### config.mk
export PLATFORM = sky130hd
export DESIGN_NAME = password_writer
export DESIGN_NICKNAME = d
export VERILOG_FILES = /design/src/rtl/password_writer.sv
export SDC_FILE = /design/constraint.sdc
export NUM_CORES = 1
export LEC_CHECK = 0
export CAP_MARGIN = 20
export CORE_ASPECT_RATIO = 1.2
export CORE_MARGIN = 4
export CORE_UTILIZATION = 30
export CTS_CLUSTER_DIAMETER = 150
export CTS_CLUSTER_SIZE = 40
export DETAILED_ROUTE_END_ITERATION = 6
export DONT_BUFFER_PORTS = 1
export SLEW_MARGIN = 20
export SYNTH_ARGS = -nofsm -noshare
export SYNTH_HDL_FRONTEND = slang
export SYNTH_SLANG_ARGS = --single-unit
### constraint.sdc
create_clock -name clk -period 7.15 [get_ports clk]
set_input_delay 1.43 -clock clk [delete_from_list [all_inputs] [get_ports clk]]
set_output_delay 1.43 -clock clk [all_outputs]
set_load 0.01 [all_outputs]
### src/rtl/password_writer.sv
// Two-pass entry of a new BCD password; commits only when the confirm pass matches the first.
// Latency: final confirm press at edge N -> pwd_commit during the next cycle -> pwd_out at the edge after.
// Backpressure: none; presses in COMMIT/ERROR or with prog_en low are dropped, idle entry times out.
module password_writer #(
    parameter int                      NUM_DIGITS     = 4,
    parameter logic [4*NUM_DIGITS-1:0] DEFAULT_PWD    = 16'h4791,
    parameter int                      TIMEOUT_CYCLES = 50_000_000,
    parameter int                      ERR_CYCLES     = 25_000_000
) (
    input  logic                      clk,
    input  logic                      rst,
    input  logic                      prog_en,
    input  logic                      button_press,
    input  logic [3:0]                toggle_switch,
    output logic [4*NUM_DIGITS-1:0]   pwd_out,
    output logic                      pwd_commit,
    output logic                      prog_busy,
    output logic [3:0]                entry_count,
    output logic                      ok_LED,
    output logic                      err_LED
);

    localparam int         TO_W = $clog2(TIMEOUT_CYCLES + 1);
    localparam int         ER_W = $clog2(ERR_CYCLES + 1);
    localparam logic [3:0] LAST = 4'(NUM_DIGITS - 1);

    typedef enum logic [2:0] {IDLE, ENTRY, CONFIRM, COMMIT, ERROR} state_t;

    state_t                  state_q, state_d;
    logic [3:0]              buf_a_q [NUM_DIGITS];
    logic [3:0]              buf_a_d [NUM_DIGITS];
    logic [3:0]              buf_b_q [NUM_DIGITS];
    logic [3:0]              buf_b_d [NUM_DIGITS];
    logic [4*NUM_DIGITS-1:0] pwd_q, pwd_d;
    logic [3:0]              cnt_q, cnt_d;
    logic [TO_W-1:0]         idle_q, idle_d;
    logic [ER_W-1:0]         err_q, err_d;
    logic                    ok_q, ok_d;
    logic                    digit_bad;
    logic                    match;
    logic                    to_err;
    logic                    abort;

    always_comb begin
        state_d   = state_q;
        buf_a_d   = buf_a_q;
        buf_b_d   = buf_b_q;
        pwd_d     = pwd_q;
        cnt_d     = cnt_q;
        idle_d    = idle_q;
        err_d     = err_q;
        ok_d      = ok_q;
        to_err    = 1'b0;
        abort     = 1'b0;
        digit_bad = toggle_switch > 4'd9;

        // The last confirm digit is still on the switches, so it is compared directly.
        match = (toggle_switch == buf_a_q[NUM_DIGITS-1]);
        for (int i = 0; i < NUM_DIGITS - 1; i++) begin
            if (buf_b_q[i] != buf_a_q[i]) match = 1'b0;
        end

        case (state_q)
            IDLE: begin
                if (button_press || !prog_en) ok_d = 1'b0;
                if (prog_en && button_press) begin
                    if (digit_bad) begin
                        to_err = 1'b1;
                    end else begin
                        buf_a_d[0] = toggle_switch;
                        cnt_d      = 4'd1;
                        idle_d     = '0;
                        state_d    = ENTRY;
                    end
                end
            end
            ENTRY, CONFIRM: begin
                if (!prog_en) begin
                    abort = 1'b1;
                end else if (button_press) begin
                    if (digit_bad) begin
                        to_err = 1'b1;
                    end else begin
                        idle_d = '0;
                        for (int i = 0; i < NUM_DIGITS; i++) begin
                            if (cnt_q == 4'(i)) begin
                                if (state_q == ENTRY) buf_a_d[i] = toggle_switch;
                                else                  buf_b_d[i] = toggle_switch;
                            end
                        end
                        if (cnt_q == LAST) begin
                            cnt_d = '0;
                            if (state_q == ENTRY) state_d = CONFIRM;
                            else if (match)       state_d = COMMIT;
                            else                  to_err  = 1'b1;
                        end else begin
                            cnt_d = cnt_q + 4'd1;
                        end
                    end
                end else if (idle_q == TO_W'(TIMEOUT_CYCLES - 1)) begin
                    to_err = 1'b1;
                end else begin
                    idle_d = idle_q + 1'b1;
                end
            end
            COMMIT: begin
                for (int i = 0; i < NUM_DIGITS; i++) begin
                    pwd_d[4*(NUM_DIGITS-1-i) +: 4] = buf_a_q[i];
                end
                ok_d    = 1'b1;
                buf_a_d = '{default: '0};
                buf_b_d = '{default: '0};
                state_d = IDLE;
            end
            ERROR: begin
                if (err_q == '0) state_d = IDLE;
                else             err_d   = err_q - 1'b1;
            end
            default: state_d = IDLE;
        endcase

        if (to_err || abort) begin
            state_d = to_err ? ERROR : IDLE;
            cnt_d   = '0;
            idle_d  = '0;
            buf_a_d = '{default: '0};
            buf_b_d = '{default: '0};
        end
        if (to_err) err_d = ER_W'(ERR_CYCLES - 1);
    end

    always_ff @(posedge clk) begin
        if (!rst) begin
            state_q <= IDLE;
            buf_a_q <= '{default: '0};
            buf_b_q <= '{default: '0};
            pwd_q   <= DEFAULT_PWD;
            cnt_q   <= '0;
            idle_q  <= '0;
            err_q   <= '0;
            ok_q    <= 1'b0;
        end else begin
            state_q <= state_d;
            buf_a_q <= buf_a_d;
            buf_b_q <= buf_b_d;
            pwd_q   <= pwd_d;
            cnt_q   <= cnt_d;
            idle_q  <= idle_d;
            err_q   <= err_d;
            ok_q    <= ok_d;
        end
    end

    assign pwd_out     = pwd_q;
    assign pwd_commit  = (state_q == COMMIT);
    assign prog_busy   = (state_q == ENTRY) || (state_q == CONFIRM);
    assign entry_count = cnt_q;
    assign ok_LED      = ok_q;
    assign err_LED     = (state_q == ERROR);

endmodule

==> impl_metrics.env <==
export IMPL_status="completed"
export IMPL_crit_buf_inv=1
export IMPL_die_x_microns=129
export IMPL_p_comb_frac=0.108
export IMPL_slew_limit_headroom=0.410
export IMPL_mostFrequentLayoutCell="dfxtp_1"
export IMPL_vias_per_cell=5.25
export IMPL_dpl_cell_area_sq_um=5380
export IMPL_core_sq_um=17000
export IMPL_grt_total_usage=0.129
export IMPL_max_freq_ghz=0.270
export IMPL_clock_sinks=103
export IMPL_swShare=0.254
export IMPL_crit_chain="and3b_1 > nand3_1 > nor4_4 > a211oi_1 > o31ai_4 > buf_4 > nor3_1"
export IMPL_path_max_fanout=44
export IMPL_slowest_delay_ns=0.66
export IMPL_power_total_w=0.00123
export IMPL_die_h_microns=153
export IMPL_netlist_area_sq_um=5230
export IMPL_slew_violations=0
export IMPL_setup_ws_ns=3.45
export IMPL_tightestPinTransition_ns=0.882
export IMPL_pin_count=32
export IMPL_wl_per_cell_microns=15.2
export IMPL_io_buffers=0
export IMPL_layout_common_cells="dfxtp_1 (103), nand2_1 (77), nor2_1 (61)"
export IMPL_cts_resized=0
export IMPL_critPathLaunchType="input pin"
export IMPL_root_buffer="clkbuf_16"
export IMPL_p_per_area_nw_per_um2=216
export IMPL_fillers=1759
export IMPL_post_cts_repair_setup_buffers=0
export IMPL_async_reset_ff_frac=0
export IMPL_post_route_min_period_ns=3.70
export IMPL_finalHoldViolations=0
export IMPL_antenna_cells=0
export IMPL_maxCapViolCount=0
export IMPL_cts_buffer_depth=2
export IMPL_fin_area_sq_um=5690
export IMPL_cts_buffers=9
export IMPL_hpwl_mm=8.76
export IMPL_grt_pass1_wl_mm=20.9
export IMPL_synth_cells=625
export IMPL_ir_drop_v=0.000122
export IMPL_syn_avg_cell_area_sq_um=8.37
export IMPL_arrival_ns=3.92
export IMPL_synth_edff_count=0
export IMPL_setup_tns_ns=0
export IMPL_cts_tree="built"
export IMPL_dp_slack_ns=3.15
export IMPL_h_tree_depth=3
export IMPL_power_frac_seq=0.489
export IMPL_area_growth_syn_to_layout_pct=8.78
export IMPL_cts_hold_buf=0
export IMPL_crit_required_ns=7.36
export IMPL_critPathKind="input pin to flip-flop"
export IMPL_min_delay_start="idle_q[25]$_SDFFE_PP0P_"
export IMPL_yosys_register_bits=103
export IMPL_via_count=4356
export IMPL_timing_hold_ws_ns=0.491
export IMPL_clkSlewWorstSetupHoldPaths_ns=0.07
export IMPL_p_leak_nw=2.00
export IMPL_antenna_found_initial=0
export IMPL_pwr_share_clk=0.403
export IMPL_rr_startpoint="idle_q[8]$_SDFFE_PP0P_"
export IMPL_fin_crit_sh=0.518
export IMPL_drt_pass1_iterations=5
export IMPL_num_nets_final=624
export IMPL_rrSetupSlack_ns=3.95
export IMPL_crit_path_end_kind="flip-flop"
export IMPL_crit_start="button_press"
export IMPL_overflow=0
export IMPL_drc_errors=0
export IMPL_wirelength_mm=12.6
export IMPL_clock_latency_ns=0.35
export IMPL_drive_above_1_share=0.0603
export IMPL_min_path_type="flip-flop to flip-flop"
export IMPL_internal_power_w=0.000916
export IMPL_grt_max_degree=45
export IMPL_finalSetupViolCount=0
export IMPL_rows=52
export IMPL_ys_flop_type="dfxtp_1"
export IMPL_grt_setup_unrepaired="false"
export IMPL_cp_top_family="simple AND/OR/NAND/NOR gates"
export IMPL_synth_cell_types=58
export IMPL_drtAntennaViolNets=0
export IMPL_ys_seq_area_frac=0.394
export IMPL_syn_nets=640
export IMPL_critPathSlowestCell="o31ai_4"
export IMPL_gp_congestion=0.854
export IMPL_drtIter0Drc=278
export IMPL_grt_pass1_vias=4233
export IMPL_start_util=0.308
export IMPL_synth_warnings=0
export IMPL_die_area_sq_um=19600
export IMPL_power_switching_w=0.000313
export IMPL_fin_skew_ns=0.00509
-- layer usage --
layer  part of all wire  GRT usage
met1               0.43      0.151
met3              0.048     0.0288
met5                  0          0
met2               0.50      0.221
met4              0.025     0.0590
-- flip-flops by register name, indices dropped and copies added, names as in the netlist --
signal / cells
buf_a_q: 16
ok_LED: 1
entry_count: 4
idle_q: 26
err_q: 25
state_q: 3
pwd_out: 16
buf_b_q: 12
-- synthesized netlist by cell type (5+ instances only) --
cell / instances / area, sq um
a211oi_1: 5 / 37.5
a21boi_0: 27 / 203
a21oi_1: 43 / 215
a311oi_1: 7 / 61.3
a31oi_1: 5 / 31.3
a41oi_1: 6 / 52.6
and2_1: 6 / 37.5
and3_1: 6 / 37.5
and3b_1: 5 / 43.8
buf_2: 9 / 45.0
clkbuf_1: 16 / 60.1
dfxtp_1: 103 / 2060
ha_1: 7 / 87.6
inv_1: 9 / 33.8
mux2i_1: 25 / 250
nand2_1: 77 / 289
nand3_1: 28 / 140
nand4_1: 14 / 87.6
nor2_1: 61 / 229
nor2b_1: 5 / 31.3
nor3_1: 16 / 80.1
nor4_1: 14 / 87.6
o21a_1: 7 / 52.6
o21ai_0: 19 / 95.1
or2_2: 6 / 37.5
or4_1: 9 / 67.6
xnor2_1: 9 / 78.8
xor2_1: 29 / 254
-- cell type report --
cell class	count	area [sq um]	area share
Clock buffer	11	243	0.0427
Timing Repair Buffer	4	30.0	0.00528
Sequential cell	103	2060	0.362
Tap cell	216	270	0.0475
Inverter	11	41.3	0.00726
Multi-Input combinational cell	480	2990	0.525
Clock inverter	5	56.3	0.00989
-- cell families (layout without fill, tap and decap cells) --
logic type      Yosys count  count (layout)  share of synthesized area
flops                   103             103                      0.394
mux                      26              26                     0.0500
compound gates          131             131                      0.164
buf+inv                  42              31                     0.0375
fa+ha+maj                 7               7                     0.0167
xor+xnor                 38              38                     0.0636
simple gates            278             278                      0.274
-- worst paths after layout --
path                             endpoint  cells past startpoint
setup / recovery   idle_q[7]$_SDFFE_PP0P_                      7
hold / removal    idle_q[25]$_SDFFE_PP0P_                      1
setup reg to reg   idle_q[7]$_SDFFE_PP0P_                      7
hold reg to reg   idle_q[25]$_SDFFE_PP0P_                      1
-- power groups by stage --
stage	Clock (W)	Combinational, W	Sequential, W
2_1_floorplan	0	0.000114	0.000609
3_3_place_gp	0	0.000132	0.000614
3_5_place_dp	0	0.000132	0.000613
4_1_cts	0.000514	0.000133	0.000600
5_1_grt	0.000530	0.000151	0.000602
6_report	0.000495	0.000133	0.000601
-- through the flow --
stage | instances | utilization
3_3_place_gp | 814 | 0.317
3_5_place_dp | 814 | 0.317
4_1_cts | 830 | 0.335
5_1_grt | 830 | 0.335
6_report | 830 | 0.335
2_1_floorplan | 625 | -
No activity file was read; power rests on OpenSTA's default activity.
